==> src/rtl/half_adder_top.sv <==
// Registered half-adder stage: per-bit {A^B, A&B} results held in a 2-entry
// FIFO behind valid/ready handshakes on both sides.
module half_adder_top #(
  parameter int unsigned WIDTH = 1
) (
  input  logic             clk,
  input  logic             rst_n,
  input  logic             in_valid,
  output logic             in_ready,
  input  logic [WIDTH-1:0] A,
  input  logic [WIDTH-1:0] B,
  output logic             out_valid,
  input  logic             out_ready,
  output logic [WIDTH-1:0] Sum,
  output logic [WIDTH-1:0] Cout
);

  typedef enum logic [1:0] {
    OCC_EMPTY = 2'd0,
    OCC_ONE   = 2'd1,
    OCC_FULL  = 2'd2
  } occ_e;

  occ_e             occ_q, occ_d;
  logic [WIDTH-1:0] sum0_q, sum0_d, cout0_q, cout0_d;
  logic [WIDTH-1:0] sum1_q, sum1_d, cout1_q, cout1_d;
  logic             push, pop;

  // Both handshake outputs depend on registered occupancy only.
  assign in_ready  = (occ_q != OCC_FULL);
  assign out_valid = (occ_q != OCC_EMPTY);
  assign push      = in_valid & in_ready;
  assign pop       = out_valid & out_ready;

  always_comb begin
    occ_d   = occ_q;
    sum0_d  = sum0_q;
    cout0_d = cout0_q;
    sum1_d  = sum1_q;
    cout1_d = cout1_q;
    case (occ_q)
      OCC_EMPTY: begin
        if (push) begin
          sum0_d  = A ^ B;
          cout0_d = A & B;
          occ_d   = OCC_ONE;
        end
      end
      OCC_ONE: begin
        if (push && pop) begin
          sum0_d  = A ^ B;
          cout0_d = A & B;
        end else if (push) begin
          sum1_d  = A ^ B;
          cout1_d = A & B;
          occ_d   = OCC_FULL;
        end else if (pop) begin
          occ_d   = OCC_EMPTY;
        end
      end
      OCC_FULL: begin
        if (pop) begin
          sum0_d  = sum1_q;
          cout0_d = cout1_q;
          occ_d   = OCC_ONE;
        end
      end
      default: occ_d = OCC_EMPTY;
    endcase
  end

  always_ff @(posedge clk or negedge rst_n) begin
    if (!rst_n) begin
      occ_q   <= OCC_EMPTY;
      sum0_q  <= '0;
      cout0_q <= '0;
      sum1_q  <= '0;
      cout1_q <= '0;
    end else begin
      occ_q   <= occ_d;
      sum0_q  <= sum0_d;
      cout0_q <= cout0_d;
      sum1_q  <= sum1_d;
      cout1_q <= cout1_d;
    end
  end

  assign Sum  = out_valid ? sum0_q  : '0;
  assign Cout = out_valid ? cout0_q : '0;

endmodule

==> config.mk <==
export PLATFORM = sky130hd
export DESIGN_NAME = half_adder_top
export DESIGN_NICKNAME = d
export VERILOG_FILES = /design/src/rtl/half_adder_top.sv
export SDC_FILE = /design/constraint.sdc
export NUM_CORES = 1
export LEC_CHECK = 0
export BUFFER_PORTS_ARGS = -buffer_cell sky130_fd_sc_hd__buf_2
export CORE_AREA = 2 2 39 41
export CTS_CLUSTER_DIAMETER = 40
export DETAILED_ROUTE_END_ITERATION = 6
export DIE_AREA = 0 0 41 43
export PLACE_DENSITY = 0.54
export SKIP_CTS_REPAIR_TIMING = 1
export SYNTH_ARGS = -nofsm -noshare
export SYNTH_HDL_FRONTEND = slang
export SYNTH_SLANG_ARGS = --single-unit
==> constraint.sdc <==
create_clock -name clk -period 2.35 [get_ports clk]
set_input_delay 0.1175 -clock clk [delete_from_list [all_inputs] [get_ports clk]]
set_output_delay 0.1175 -clock clk [all_outputs]
set_load 0.05 [all_outputs]
==> results of run 1 <==
==> per-layer routing <==
metal  part of all wire [%]  routed length [um]  track usage (%)
met3                    9.8                  54            7.853
met4                    1.3                   7            4.000
met1                     46                 250            9.121
met5                      0                   0                0
met2                     43                 236            10.63
==> stage by stage <==
step	hold WS, ps	cell area (sq um)	utilization [%]	total power [mW]
floorplan	-178.1	344.1	-	0.2648
global placement	-45.02	409.1	29.57	0.2949
detailed placement	-48.26	409.1	29.57	0.2964
CTS	-315.6	431.7	31.19	0.3957
global route	115.0	441.7	31.92	0.4141
finish	104.2	441.7	31.92	0.3888
==> cells by family (layout without fill, tap and decap cells) <==
group | after synthesis | in the layout | synth area share, %
AND/OR/NAND/NOR | 8 | 8 | 15.64
buffers and inverters | 1 | 14 | 1.090
AO/OA/AOI/OAI | 4 | 4 | 9.091
flip-flops | 6 | 6 | 43.64
adder cells (fa/ha/maj) | 1 | 1 | 3.636
multiplexers | 7 | 7 | 26.91
==> area by class of cell <==
cell class | instances | area share (%)
Tap cell | 16 | 4.533
Multi-Input combinational cell | 20 | 43.06
Clock buffer | 3 | 5.099
Sequential cell | 6 | 33.99
Inverter | 1 | 0.8499
Timing Repair Buffer | 10 | 12.46
==> placed cells by master (no fill, tap or decap), types with 2 or more instances in the layout <==
cell type  n
and2_1     2
mux2_4     4
buf_2      9
a21oi_1    2
clkbuf_4   3
mux2_2     2
dfrtp_1    6
==> report_power, final <==
group	switching (mW)	total, mW	leakage, nW	internal [mW]
Combinational	0.0804	0.143	0.121	0.0629
Clock	0.0378	0.0956	0.0138	0.0578
Sequential	0.0187	0.150	0.0746	0.131
==> sequential cells by signal, indices dropped and copies added (netlist names) <==
register	count
sum1_q	1
cout1_q	1
sum0_q	1
cout0_q	1
occ_q	2
==> worst max path at each step <==
stage               endpoint  slack (ps)  cells past startpoint  startpoint
detailed placement    sum0_q         980                      3    occ_q[0]
global placement      sum0_q         990                      3    occ_q[0]
floorplan               Cout        1000                      2    occ_q[0]
finish                   Sum         860                      3    occ_q[0]
CTS                      Sum         840                      3    occ_q[0]
global route             Sum         780                      3    occ_q[0]
==> critical path: stages (launching register included) <==
cell and delay, ps:
dfrtp_1 440, or2_2 340, and2_1 150, buf_2 200
==> impl_metrics.toml, run 1 <==
[global_route]
antenna_found_initial = 0
grt_max_degree = 8
grt_pass1_vias = 218
grt_overflow = 0
grt_usage_pct = 8.367
grt_pass1_wl_um = 897

[sta]
skew_ps = 7.544
finalHoldViolations = 0
fin_tns_setup_ps = 0
slew_violations = 0
period_needed_ps = 1489
final-setup-viol-count = 0
fmax_mhz = 671.7
worst_slew_pin_slew_ps = 223.1
timing.final.ws_setup_ps = 861.2
period_share_pct = 63.35
rsz0062_at_grt = "no"
max_slew_margin_pct = 84.70

[drt]
num_vias = 251
ant_nets = 0
drt_iter0_drc = 3
drtPass1Iterations = 4
totalWireLength_um = 549
viasPerCell = 4.482
drc = 0
post_drt_wl_per_cell_um = 9.804

[synthesis]
synth_seq_area_share_pct = 43.64
syn_inst = 27
syn-num-nets = 34
synth_ff_type = "dfrtp_1"
yosys-top-cells-area = "dfrtp_1 (44%), mux2_4 (17%), mux2_2 (6.5%), o2bb2ai_2 (4.4%), and2_1 (3.6%)"
syn_area_sq_um = 344.1
synth.distinct_cells = 16
yosys_warnings = 0
synth-edff-count = 0
synth_area_leader_cell = "dfrtp_1"
synth_top_cells_by_count = "dfrtp_1 (6), mux2_4 (4), a21oi_1 (2), and2_1 (2), mux2_2 (2)"
synth_top_area_share_pct = 43.64
synthArstFlopShare_pct = 100.0
avgSynthCellArea_sq_um = 12.74
ys_seq_elements = 6
yosysMostFrequentCell = "dfrtp_1"

[power]
peakVddDrop_uv = 345.1
power_leakage_nw = 0.2096
pwr_density_cell_nw_per_um2 = 880.3

[clock_network]
clock_latency_ps = 250
clock_path_buffers = 2
cts.clk_slew.worst_paths_ps = 50
cts_root_buf = "clkbuf_4"
h-tree-depth = 1
cts_tree = "done"
numCtsBuffers = 3
clock-sinks = 6

[die]
rows = 14
boundaryPins = 10
die_w_um = 41
core_sq_um = 1384
start_util_pct = 24.86
die_area_sq_um = 1763
die_h_um = 43

[worst_hold_path]
worstHoldEndpoint = "occ_q[1]"
hp-class = "primary input to flop"
hold-path-cell-count = 2
min_from = "out_ready"

[finish]
fin_nets = 49
regArea_sq_um = 150.1
multi_input_area_sq_um = 190.2
drive_gt1_share_pct = 52.50
n_antenna_cell = 0
syn_to_final_growth_pct = 28.36
fin_cells = 56
fillers = 152

[setup_path]
ff2ff_setup_slack_ps = 990
start_kind = "flop"
rr_startpoint = "occ_q[0]"
required_ps = 2230
reg2reg_depth = 3
path_class = "flop to output pin"
cp-end-kind = "output pin"
cp.arrival_ps = 1370
path_max_fanout = 7
r2r_end = "sum0_q"

[placement]
placed_cells = 52
pre_cts_ws_ps = 975.8
gp_congestion = 0.7381
io_buffers = 9

[flow_run]
timing.max_cap.violations = 0

[status]
outcome = "complete, no violations"
No activity file was read; power rests on OpenSTA's default activity.
==> inputs of run 2 (changes only) <==
==> constraint.sdc (replaced) <==
create_clock -name clk -period 1.54 [get_ports clk]
set_input_delay 0.077 -clock clk [delete_from_list [all_inputs] [get_ports clk]]
set_output_delay 0.077 -clock clk [all_outputs]
set_load 0.05 [all_outputs]
==> impl_metrics.toml, run 2 (synthesis results as in run 1) <==
[worst_hold_path]
hp-class = "primary input to flop"
hold-path-cell-count = 2
worstHoldEndpoint = "occ_q[1]"
min_from = "out_ready"

[clock_network]
h-tree-depth = 1
cts_root_buf = "clkbuf_4"
numCtsBuffers = 3
clock_latency_ps = 240
cts.clk_slew.worst_paths_ps = 40
cts_tree = "done"
clock_path_buffers = 2
clock-sinks = 6

[sta]
period_share_pct = 94.06
period_needed_ps = 1448
skew_ps = 0.3353
timing.final.ws_setup_ps = 91.51
final-setup-viol-count = 0
fmax_mhz = 690.4
fin_tns_setup_ps = 0
max_slew_margin_pct = 84.62
finalHoldViolations = 0
slew_violations = 0
rsz0062_at_grt = "no"
worst_slew_pin_slew_ps = 224.4

[setup_path]
required_ps = 1460
path_max_fanout = 7
r2r_end = "sum0_q"
rr_startpoint = "occ_q[0]"
path_class = "flop to output pin"
cp.arrival_ps = 1370
reg2reg_depth = 3
start_kind = "flop"
cp-end-kind = "output pin"
ff2ff_setup_slack_ps = 150

[drt]
drt_iter0_drc = 2
num_vias = 246
viasPerCell = 4.393
totalWireLength_um = 566
drtPass1Iterations = 2
drc = 0
ant_nets = 0
post_drt_wl_per_cell_um = 10.11

[finish]
top_register = "occ_q"
regArea_sq_um = 150.1
largest_reg_flops = 2
final_cell_mix = "buf_2 (9), dfrtp_1 (6), mux2_4 (4), clkbuf_4 (3)"
n_antenna_cell = 0
layout_commonest_cell = "buf_2"
drive_gt1_share_pct = 52.50
syn_to_final_growth_pct = 28.36
fillers = 147
fin_nets = 49
multi_input_area_sq_um = 190.2

[global_route]
grt_pass1_vias = 245
grt_max_degree = 8
grt_usage_pct = 8.981
antenna_found_initial = 0
grt_pass1_wl_mm = 1.007
grt_overflow = 0

[flow_run]
timing.max_cap.violations = 0

[die]
core_sq_um = 1384
boundaryPins = 10
die_h_um = 43
rows = 14
die_w_um = 41
die_area_sq_um = 1763
start_util_pct = 24.86

[status]
outcome = "complete, no violations"

[power]
power_leakage_nw = 0.2096
pwr_density_cell_nw_per_um2 = 1343
peakVddDrop_uv = 447.0

[placement]
gp_congestion = 0.7400
io_buffers = 9
pre_cts_ws_ps = 141.7
## run 2: per-stage QoR
step	hold WS (ps)	instances	utilization [%]	power, mW	area (sq um)
after floorplan	-218.6	27	-	0.4040	344.1
after global placement	-87.78	52	29.57	0.4499	409.1
after detailed placement	-89.95	52	29.57	0.4524	409.1
after CTS	-354.0	55	31.19	0.6032	431.7
after global routing	86.19	56	31.92	0.6389	441.7
final	72.20	56	31.92	0.5933	441.7
## run 2: worst max path at each step
stage	slack, ps	to	start
6_report	90	Cout	occ_q[0]
5_1_grt	9	Sum	occ_q[0]
4_1_cts	70	Cout	occ_q[0]
3_5_place_dp	140	sum0_q	occ_q[0]
3_3_place_gp	180	sum0_q	occ_q[0]
2_1_floorplan	230	Cout	occ_q[0]
## run 2: area by class of cell
cell class,instances,share of cell area [%]
clock buffers,3,5.099
inverters,1,0.8499
multi-input cells,20,43.06
flip-flops and latches,6,33.99
well taps,16,4.533
repair buffers,10,12.46
## run 2: worst max-delay path, cell delays in order, from the launching register on
cell     delay (ps)
dfrtp_1         440
or2_2           330
and2_1          150
buf_2           200
## run 2: where the power goes
| group | leakage [nW] | switching (mW) | internal (mW) |
|---|---|---|---|
| Clock | 0.0138 | 0.0565 | 0.0881 |
| Combinational | 0.121 | 0.123 | 0.0960 |
| Sequential | 0.0746 | 0.0291 | 0.200 |
| Total | 0.210 | 0.209 | 0.384 |
## run 2: layer usage
metal  up-vias  track usage [%]  routed length (um)
met5         -                0                   0
met2         6            12.19                 260
met3         0            6.283                  39
met4         0            4.000                   0
li1        122                -                   -
met1       118            10.46                 267
==> inputs of run 3 (changes only) <==
--- a/config.mk
+++ b/config.mk
@@ -10,7 +10,7 @@
 export CTS_CLUSTER_DIAMETER = 40
 export DETAILED_ROUTE_END_ITERATION = 6
 export DIE_AREA = 0 0 41 43
-export PLACE_DENSITY = 0.54
+export PLACE_DENSITY = 0.45
 export SKIP_CTS_REPAIR_TIMING = 1
 export SYNTH_ARGS = -nofsm -noshare
 export SYNTH_HDL_FRONTEND = slang
==> impl_metrics.toml, run 3 (synthesis results as in run 1) <==
[flow_run]
timing.max_cap.violations = 0

[die]
die_area_sq_um = 1763
core_sq_um = 1384
die_w_um = 41
boundaryPins = 10
start_util_pct = 24.86
rows = 14
die_h_um = 43

[setup_path]
cp-end-kind = "output pin"
crit_path_end = "Sum"
startpoint = "occ_q[0]"
path_max_fanout = 7
r2r_end = "sum0_q"
reg2reg_depth = 3
required_ps = 1460
start_kind = "flop"
rr_startpoint = "occ_q[0]"
path_class = "flop to output pin"
ff2ff_setup_slack_ps = 160
cp.arrival_ps = 1380

[power]
peakVddDrop_uv = 420.2
clockPowerShare_pct = 24.9
power_frac_comb_pct = 36.7
pwr_density_cell_nw_per_um2 = 1354
seqPwrFrac_pct = 38.3
power_leakage_nw = 0.2096
netSwitchingPower_mw = 0.2134
intPower_mw = 0.3845
p_sw_share_pct = 35.69

[clock_network]
clock-sinks = 6
h-tree-depth = 1
cts_tree = "done"
cts.clk_slew.worst_paths_ps = 50
numCtsBuffers = 3
clock_path_buffers = 2
clock_latency_ps = 250
cts_root_buf = "clkbuf_4"

[drt]
num_vias = 243
drtPass1Iterations = 3
post_drt_wl_per_cell_um = 10.73
viasPerCell = 4.339
drt_iter0_drc = 6
drc = 0
ant_nets = 0
totalWireLength_um = 601

[worst_hold_path]
min_from = "out_ready"
hp-class = "primary input to flop"

[finish]
n_antenna_cell = 0
fin_nets = 49
fin_cells = 56
layout_commonest_cell = "buf_2"
top_register = "occ_q"
drive_gt1_share_pct = 52.50
fillers = 139
largest_reg_flops = 2
final_cell_mix = "buf_2 (9), dfrtp_1 (6), mux2_4 (4), clkbuf_4 (3)"
syn_to_final_growth_pct = 28.36

[placement]
placed_cells = 52
io_buffers = 9
post-dp-hpwl_um = 468.1
gp_congestion = 0.7297

[sta]
max_slew_margin_pct = 82.59
period_needed_ps = 1454
fmax_mhz = 687.8
worst_slew_pin_slew_ps = 253.9
skew_ps = 1.566
finalHoldViolations = 0
final-setup-viol-count = 0
period_share_pct = 94.40
slew_violations = 0
fin_tns_setup_ps = 0
rsz0062_at_grt = "no"

[global_route]
use_met1_pct = 12.05
met2_usage_pct = 12.50
grt.busiest_layer = "met2"
grt_pass1_vias = 268
grt_overflow = 0
use_met3_pct = 3.141
grt_max_degree = 8
grt_usage_pct = 9.577
antenna_found_initial = 0
grt_pass1_wl_mm = 1.090

[status]
outcome = "complete, no violations"
==> run 3: metrics by stage <==
stage               utilization, %  worst slack (ps)  instance area (sq um)  power, mW  hold slack [ps]
floorplan                        -             228.5                  344.1     0.4040           -218.6
global placement             29.57             188.7                  409.1     0.4496           -86.10
detailed placement           29.57             162.3                  409.1     0.4525           -85.02
CTS                          31.19             70.96                  431.7     0.6069           -350.1
global route                 31.92             19.00                  441.7     0.6403            95.22
finish                       31.92             86.19                  441.7     0.5979            73.14
==> run 3: worst min-delay path by stage <==
stage,endpoint,slack (ps),cells past startpoint
after floorplan,cout0_q,-220,0
after global placement,cout0_q,-90,1
after detailed placement,occ_q[0],-90,1
after CTS,cout0_q,-350,1
after global routing,occ_q[1],100,2
final,occ_q[1],70,2
==> run 3: power by group through the flow <==
stage | clock network [mW] | logic, mW | registers, mW
after floorplan | 0 | 0.180 | 0.224
after global placement | 0 | 0.219 | 0.230
after detailed placement | 0 | 0.220 | 0.233
after CTS | 0.157 | 0.220 | 0.230
after global routing | 0.164 | 0.240 | 0.237
final | 0.149 | 0.220 | 0.229
==> run 3: area by class of cell <==
class | instances | area [sq um] | share of cell area (%)
Clock buffer | 3 | 22.52 | 5.099
Sequential cell | 6 | 150.1 | 33.99
Tap cell | 16 | 20.02 | 4.533
Timing Repair Buffer | 10 | 55.05 | 12.46
Multi-Input combinational cell | 20 | 190.2 | 43.06
Inverter | 1 | 3.754 | 0.8499
==> run 3: per-layer routing <==
layer / wire [um] / part of all wire, %
met1: 295 / 49
met5: 0 / 0
met3: 39 / 6.5
met4: 13 / 2.2
met2: 253 / 42
==> run 3: critical path: stages (launching register included) <==
cell and delay, ps:
dfrtp_1 440, or2_2 330, and2_1 150, buf_2 200
